==> src/rtl/mux_2x1_arbiter_pkg.sv <==
// Shared types and constants for the two-requester round-robin mux arbiter.
// State encodings and mux-select values live here so every file decodes them identically.
package mux_2x1_arbiter_pkg;

  typedef enum logic [1:0] {
    ST_IDLE  = 2'b00,
    ST_GNT_A = 2'b01,
    ST_GNT_B = 2'b10
  } arb_state_e;

  localparam logic SEL_A = 1'b0;
  localparam logic SEL_B = 1'b1;

  // A hold limit of 1 still needs a 1-bit counter so the compare stays legal.
  function automatic int hold_cnt_width(input int max_hold);
    return (max_hold > 1) ? $clog2(max_hold) : 1;
  endfunction

endpackage

==> src/rtl/mux_2x1_arbiter_mux.sv <==
// One-bit 2:1 mux slice; the arbiter replicates it once per data bit.
// Select follows the shared encoding: SEL_A routes a, SEL_B routes b.
module mux_2x1
  import mux_2x1_arbiter_pkg::*;
(
  input  logic sel,
  input  logic a,
  input  logic b,
  output logic y
);

  assign y = (sel == SEL_B) ? b : a;

endmodule

==> src/rtl/mux_2x1_arbiter.sv <==
// Round-robin arbiter sharing one 2:1 mux datapath between requesters A and B.
// Define MUX_ARB_FIXED_PRIO_EN to make A win every tie (hold limit still protects B).
module mux_2x1_arbiter
  import mux_2x1_arbiter_pkg::*;
#(
  parameter int WIDTH    = 1,
  parameter int MAX_HOLD = 4
) (
  input  logic             clk,
  input  logic             rst,
  input  logic             req_a,
  input  logic             last_a,
  input  logic [WIDTH-1:0] dat_a,
  input  logic             req_b,
  input  logic             last_b,
  input  logic [WIDTH-1:0] dat_b,
  input  logic             y_ready,
  output logic             gnt_a,
  output logic             gnt_b,
  output logic             sel,
  output logic [WIDTH-1:0] y,
  output logic             y_valid
);

  localparam int               CNT_W     = hold_cnt_width(MAX_HOLD);
  localparam logic [CNT_W-1:0] HOLD_LAST = CNT_W'(MAX_HOLD - 1);

  arb_state_e       state_q, state_d;
  logic [CNT_W-1:0] hold_cnt_q, hold_cnt_d;
  logic             sel_q, sel_d;
`ifndef MUX_ARB_FIXED_PRIO_EN
  logic             last_winner_q, last_winner_d;
`endif

  logic own_req;
  logic own_last;
  logic other_req;
  logic xfer;
  logic last_hit;
  logic hold_hit;
  logic release_evt;
  logic grant_a;
  logic grant_b;

  assign gnt_a   = (state_q == ST_GNT_A);
  assign gnt_b   = (state_q == ST_GNT_B);
  assign sel     = sel_q;
  assign y_valid = (gnt_a & req_a) | (gnt_b & req_b);
  assign xfer    = y_valid & y_ready;

  // View the current grantee as "own" and the waiting side as "other".
  // NOTE: every output of an always_comb gets a default first so no path can infer a latch.
  always_comb begin
    own_req   = 1'b0;
    own_last  = 1'b0;
    other_req = 1'b0;
    case (state_q)
      ST_GNT_A: begin
        own_req   = req_a;
        own_last  = last_a;
        other_req = req_b;
      end
      ST_GNT_B: begin
        own_req   = req_b;
        own_last  = last_b;
        other_req = req_a;
      end
      default: ;
    endcase
  end

  assign last_hit    = xfer & own_last;
  assign hold_hit    = xfer & other_req & (hold_cnt_q == HOLD_LAST);
  assign release_evt = (state_q != ST_IDLE) & (last_hit | hold_hit | ~own_req);

  // Who gets the datapath at the next edge, if anyone is (re)granted at all.
  always_comb begin
    grant_a = 1'b0;
    grant_b = 1'b0;
    case (state_q)
      ST_IDLE: begin
        if (req_a && req_b) begin
`ifdef MUX_ARB_FIXED_PRIO_EN
          grant_a = 1'b1;
`else
          grant_a = (last_winner_q == SEL_B);
          grant_b = (last_winner_q == SEL_A);
`endif
        end else begin
          grant_a = req_a;
          grant_b = req_b;
        end
      end
      ST_GNT_A: begin
        if (release_evt) begin
`ifdef MUX_ARB_FIXED_PRIO_EN
          // A keeps a tie unless the hold limit is what ended its turn.
          if (req_b && (hold_hit || !req_a)) grant_b = 1'b1;
          else                                grant_a = req_a;
`else
          if (req_b) grant_b = 1'b1;
          else       grant_a = req_a;
`endif
        end
      end
      ST_GNT_B: begin
        if (release_evt) begin
          if (req_a) grant_a = 1'b1;
          else       grant_b = req_b;
        end
      end
      default: ;
    endcase
  end

  always_comb begin
    state_d    = state_q;
    hold_cnt_d = hold_cnt_q;
    sel_d      = sel_q;
`ifndef MUX_ARB_FIXED_PRIO_EN
    last_winner_d = last_winner_q;
`endif
    if (grant_a) begin
      state_d    = ST_GNT_A;
      hold_cnt_d = '0;
      sel_d      = SEL_A;
`ifndef MUX_ARB_FIXED_PRIO_EN
      last_winner_d = SEL_A;
`endif
    end else if (grant_b) begin
      state_d    = ST_GNT_B;
      hold_cnt_d = '0;
      sel_d      = SEL_B;
`ifndef MUX_ARB_FIXED_PRIO_EN
      last_winner_d = SEL_B;
`endif
    end else if (release_evt) begin
      state_d    = ST_IDLE;
      hold_cnt_d = '0;
    end else if (xfer && (hold_cnt_q != HOLD_LAST)) begin
      // Saturating: without contention the grantee may stream indefinitely.
      hold_cnt_d = hold_cnt_q + CNT_W'(1);
    end
  end

  // NOTE: sequential state uses non-blocking (<=) so all flops sample pre-edge values.
  always_ff @(posedge clk) begin
    if (rst) begin
      state_q    <= ST_IDLE;
      hold_cnt_q <= '0;
      sel_q      <= SEL_A;
`ifndef MUX_ARB_FIXED_PRIO_EN
      last_winner_q <= SEL_B;
`endif
    end else begin
      state_q    <= state_d;
      hold_cnt_q <= hold_cnt_d;
      sel_q      <= sel_d;
`ifndef MUX_ARB_FIXED_PRIO_EN
      last_winner_q <= last_winner_d;
`endif
    end
  end

  for (genvar i = 0; i < WIDTH; i++) begin : g_mux
    mux_2x1 u_mux (
      .sel (sel_q),
      .a   (dat_a[i]),
      .b   (dat_b[i]),
      .y   (y[i])
    );
  end

endmodule

==> config.mk <==
export PLATFORM = sky130hd
export DESIGN_NAME = mux_2x1_arbiter
export DESIGN_NICKNAME = d
export VERILOG_FILES = /design/src/rtl/mux_2x1_arbiter_pkg.sv /design/src/rtl/mux_2x1_arbiter_mux.sv /design/src/rtl/mux_2x1_arbiter.sv
export SDC_FILE = /design/constraint.sdc
export NUM_CORES = 1
export LEC_CHECK = 0
export ABC_CLOCK_PERIOD_IN_PS = 1600
export BUFFER_PORTS_ARGS = -buffer_cell sky130_fd_sc_hd__buf_2
export CORE_ASPECT_RATIO = 1.2
export CORE_MARGIN = 5
export CORE_UTILIZATION = 30
export CTS_CLUSTER_DIAMETER = 150
export DETAILED_ROUTE_END_ITERATION = 12
export GPL_TIMING_DRIVEN = 0
export PLACE_DENSITY_LB_ADDON = 0.08
export SKIP_LAST_GASP = 1
export SLEW_MARGIN = 10
export SYNTH_ARGS = -nofsm -noshare
export SYNTH_HDL_FRONTEND = slang
export SYNTH_SLANG_ARGS = --single-unit
==> constraint.sdc <==
create_clock -name clk -period 1.6 [get_ports clk]
set_clock_uncertainty 0.05 [all_clocks]
set_input_delay 0.32 -clock clk [delete_from_list [all_inputs] [get_ports clk]]
set_output_delay 0.32 -clock clk [all_outputs]
set_load 0.01 [all_outputs]
==> flow_summary.json <==
{
  "nFillCells": 159,
  "hold_buffers": 0,
  "final_util_pct": 47.4,
  "vdd_drop_max_mv": 0.431,
  "clock_sink_count": 6,
  "dieArea_um2": 2450,
  "wire_per_inst_um": 11.8,
  "cts_buffer_depth": 2,
  "area_growth_pct": 48.5,
  "ant_nets": 0,
  "yosys_warnings": 0,
  "grt_pass1_vias": 369,
  "start_util_pct": 31.9,
  "routed_wl_um": 1030,
  "placed_area_um2": 553,
  "tightestPinTransition_ns": 0.273,
  "p_per_area_nw_per_um2": 892,
  "drtIter0Drc": 4,
  "status": "finished clean",
  "synth.distinct_cells": 25,
  "worstPathMaxFanout": 4,
  "worst_ep_required_time_ns": 1.23,
  "arrival_ns": 1.23,
  "fin_crit_sh_pct": 100,
  "synth_area_um2": 467,
  "overflow": 0,
  "drive_above_1_share_pct": 57.7,
  "rows": 15,
  "grt_pass1_wl_um": 1480,
  "routabilityCongestion": 0.760,
  "io_pins": 14,
  "path_class": "register to output pin",
  "fin_nets": 87,
  "cts_tree": "done",
  "grtUsageTotal_pct": 8.72,
  "synth_area_per_cell_um2": 8.97,
  "hold_viol_final": 0,
  "die_w_um": 46.0,
  "endpoint_kind": "output pin",
  "dr.pass1.iters": 3,
  "fin_crit_ns": 1.60,
  "fin_ws_ns": 0.000227,
  "synth-seq-cells": 6,
  "syn_inst": 52,
  "remaining_drc_errors": 0,
  "synth-edff-count": 0,
  "seqCellArea_um2": 128,
  "fmax_ghz": 0.625,
  "start_kind": "register",
  "io_buffers": 13,
  "synth_top_area_cell": "dfxtp_1",
  "dpl.hpwl_um": 820,
  "synth_top_area_share_pct": 25.7,
  "die_y_um": 53.2,
  "timing.slew.headroom_pct": 81.8,
  "fin_hold_ws_ns": 0.216,
  "multi_input_area_um2": 408,
  "post-place-ws_ns": -0.197,
  "cts_root_buf": "clkbuf_4",
  "r2r_slack_ns": 0.03,
  "antenna_found_initial": 0,
  "seq_area_frac_synth_pct": 25.7,
  "num_vias": 430,
  "drv_slew": 0,
  "leakage_nw": 0.282,
  "htreeDepth": 1,
  "setup-violations-final": 0,
  "via_per_inst": 4.89,
  "grt_max_degree": 8,
  "tns_ns": 0,
  "synth_nets": 66,
  "maxCapViolCount": 0,
  "rsz0062_at_grt": "yes",
  "yosys-top-cells-area": "dfxtp_1, ha_1, o221ai_4, nand2_1, o21a_1",
  "core-area_um2": 1460,
  "clkTransAtPathRegs_ns": 0.05,
  "hold_class": "primary input to register",
  "synthArstFlopShare_pct": 0,
  "final_area_um2": 693,
  "synthFlopType": "dfxtp_1",
  "cts_buffers": 3,
  "clkLatencyLatePin_ns": 0.24,
  "antenna_cells": 0
}
==> worst max-delay path, stage by stage (launching register included) <==
cell     delay (ns)
dfxtp_4        0.36
buf_6          0.12
ha_4           0.15
a22o_4         0.23
buf_6          0.12
==> metal layers <==
layer | part of all wire, % | vias up | GRT usage, %
li1 | - | 226 | -
met1 | 43 | 191 | 9.35
met2 | 48 | 10 | 13.8
met3 | 6.9 | 3 | 3.40
met4 | 1.4 | 0 | 5.69
met5 | 0 | - | 0
==> layout by cell type (no fill, tap or decap) <==
master	instances
nor2_1	4
a21oi_2	2
or2b_1	1
a21oi_1	2
a21o_1	2
dfxtp_4	2
o21a_1	3
inv_4	2
and3_4	1
buf_6	2
ha_2	1
o31ai_2	1
buf_2	12
xnor2_1	1
clkbuf_4	3
ha_4	3
nor2b_1	1
mux2_2	1
nand2b_1	1
dfxtp_1	4
a31oi_1	1
ha_1	1
buf_4	2
nand2_1	5
o221ai_4	1
and2_2	1
mux2i_1	1
nor3b_2	1
nand2_2	1
a311oi_2	1
o21ai_0	1
inv_1	1
nor2b_2	1
a22o_4	1
o22ai_2	1
and3b_2	1
o21ai_1	1
==> layout make-up <==
| type | count | share of cell area (%) |
|---|---|---|
| clock buffers | 3 | 3.25 |
| repair buffers | 16 | 14.1 |
| multi-input cells | 43 | 58.8 |
| inverters | 3 | 2.35 |
| flip-flops and latches | 6 | 18.4 |
| well taps | 17 | 3.07 |
==> cell families after synthesis <==
kind of cell    count (synthesis)  synth area share [%]
buf+inv                         3                  2.41
xor+xnor                        1                  1.88
fa+ha+maj                       5                  13.4
mux                             2                  4.56
simple gates                   18                  20.6
flops                           6                  25.7
compound gates                 17                  31.4
==> power by group <==
| group | switching [mW] | internal, mW | total (mW) |
|---|---|---|---|
| Combinational | 0.144 | 0.148 | 0.292 |
| Sequential | 0.0199 | 0.170 | 0.190 |
| Clock | 0.0519 | 0.0847 | 0.137 |
| Total | 0.216 | 0.402 | 0.618 |
==> final timing paths <==
kind | start | end | depth (start not counted)
hold / removal | rst | state_q[0]$_SDFFE_PP0P_ | 2
hold reg to reg | sel$_SDFFE_PP0P_ | sel$_SDFFE_PP0P_ | 1
setup reg to reg | state_q[1]$_SDFFE_PP0P_ | state_q[1]$_SDFFE_PP0P_ | 7
setup / recovery | state_q[0]$_SDFFE_PP0P_ | y_valid | 4
==> timing repair <==
| item | 4_1_cts | 5_1_grt |
|---|---|---|
| endpoints found under the setup margin | 7 | 6 |
| pin swaps | 1 | 9 |
| buffers inserted | 1 | 2 |
| resized for setup | 15 | 11 |
==> through the flow <==
stage                     total power [mW]  cells
after detailed placement             0.399     82
after global routing                 0.659     88
after floorplan                      0.340     52
after global placement               0.400     82
after CTS                            0.594     86
final                                0.618     88
==> synthesized netlist by cell type, drive strengths merged, types with 2 or more instances <==
library cell,number
a21o,2
nor2,4
dfxtp,6
inv,3
ha,5
o21ai,2
nand2,6
nor2b,2
a21oi,4
o21a,3
==> registers in the layout (all words and copies together), names as in the netlist <==
name	cells
hold_cnt_q	2
state_q	2
last_winner_q	1
sel	1
Power figures use the tool's default switching activity.
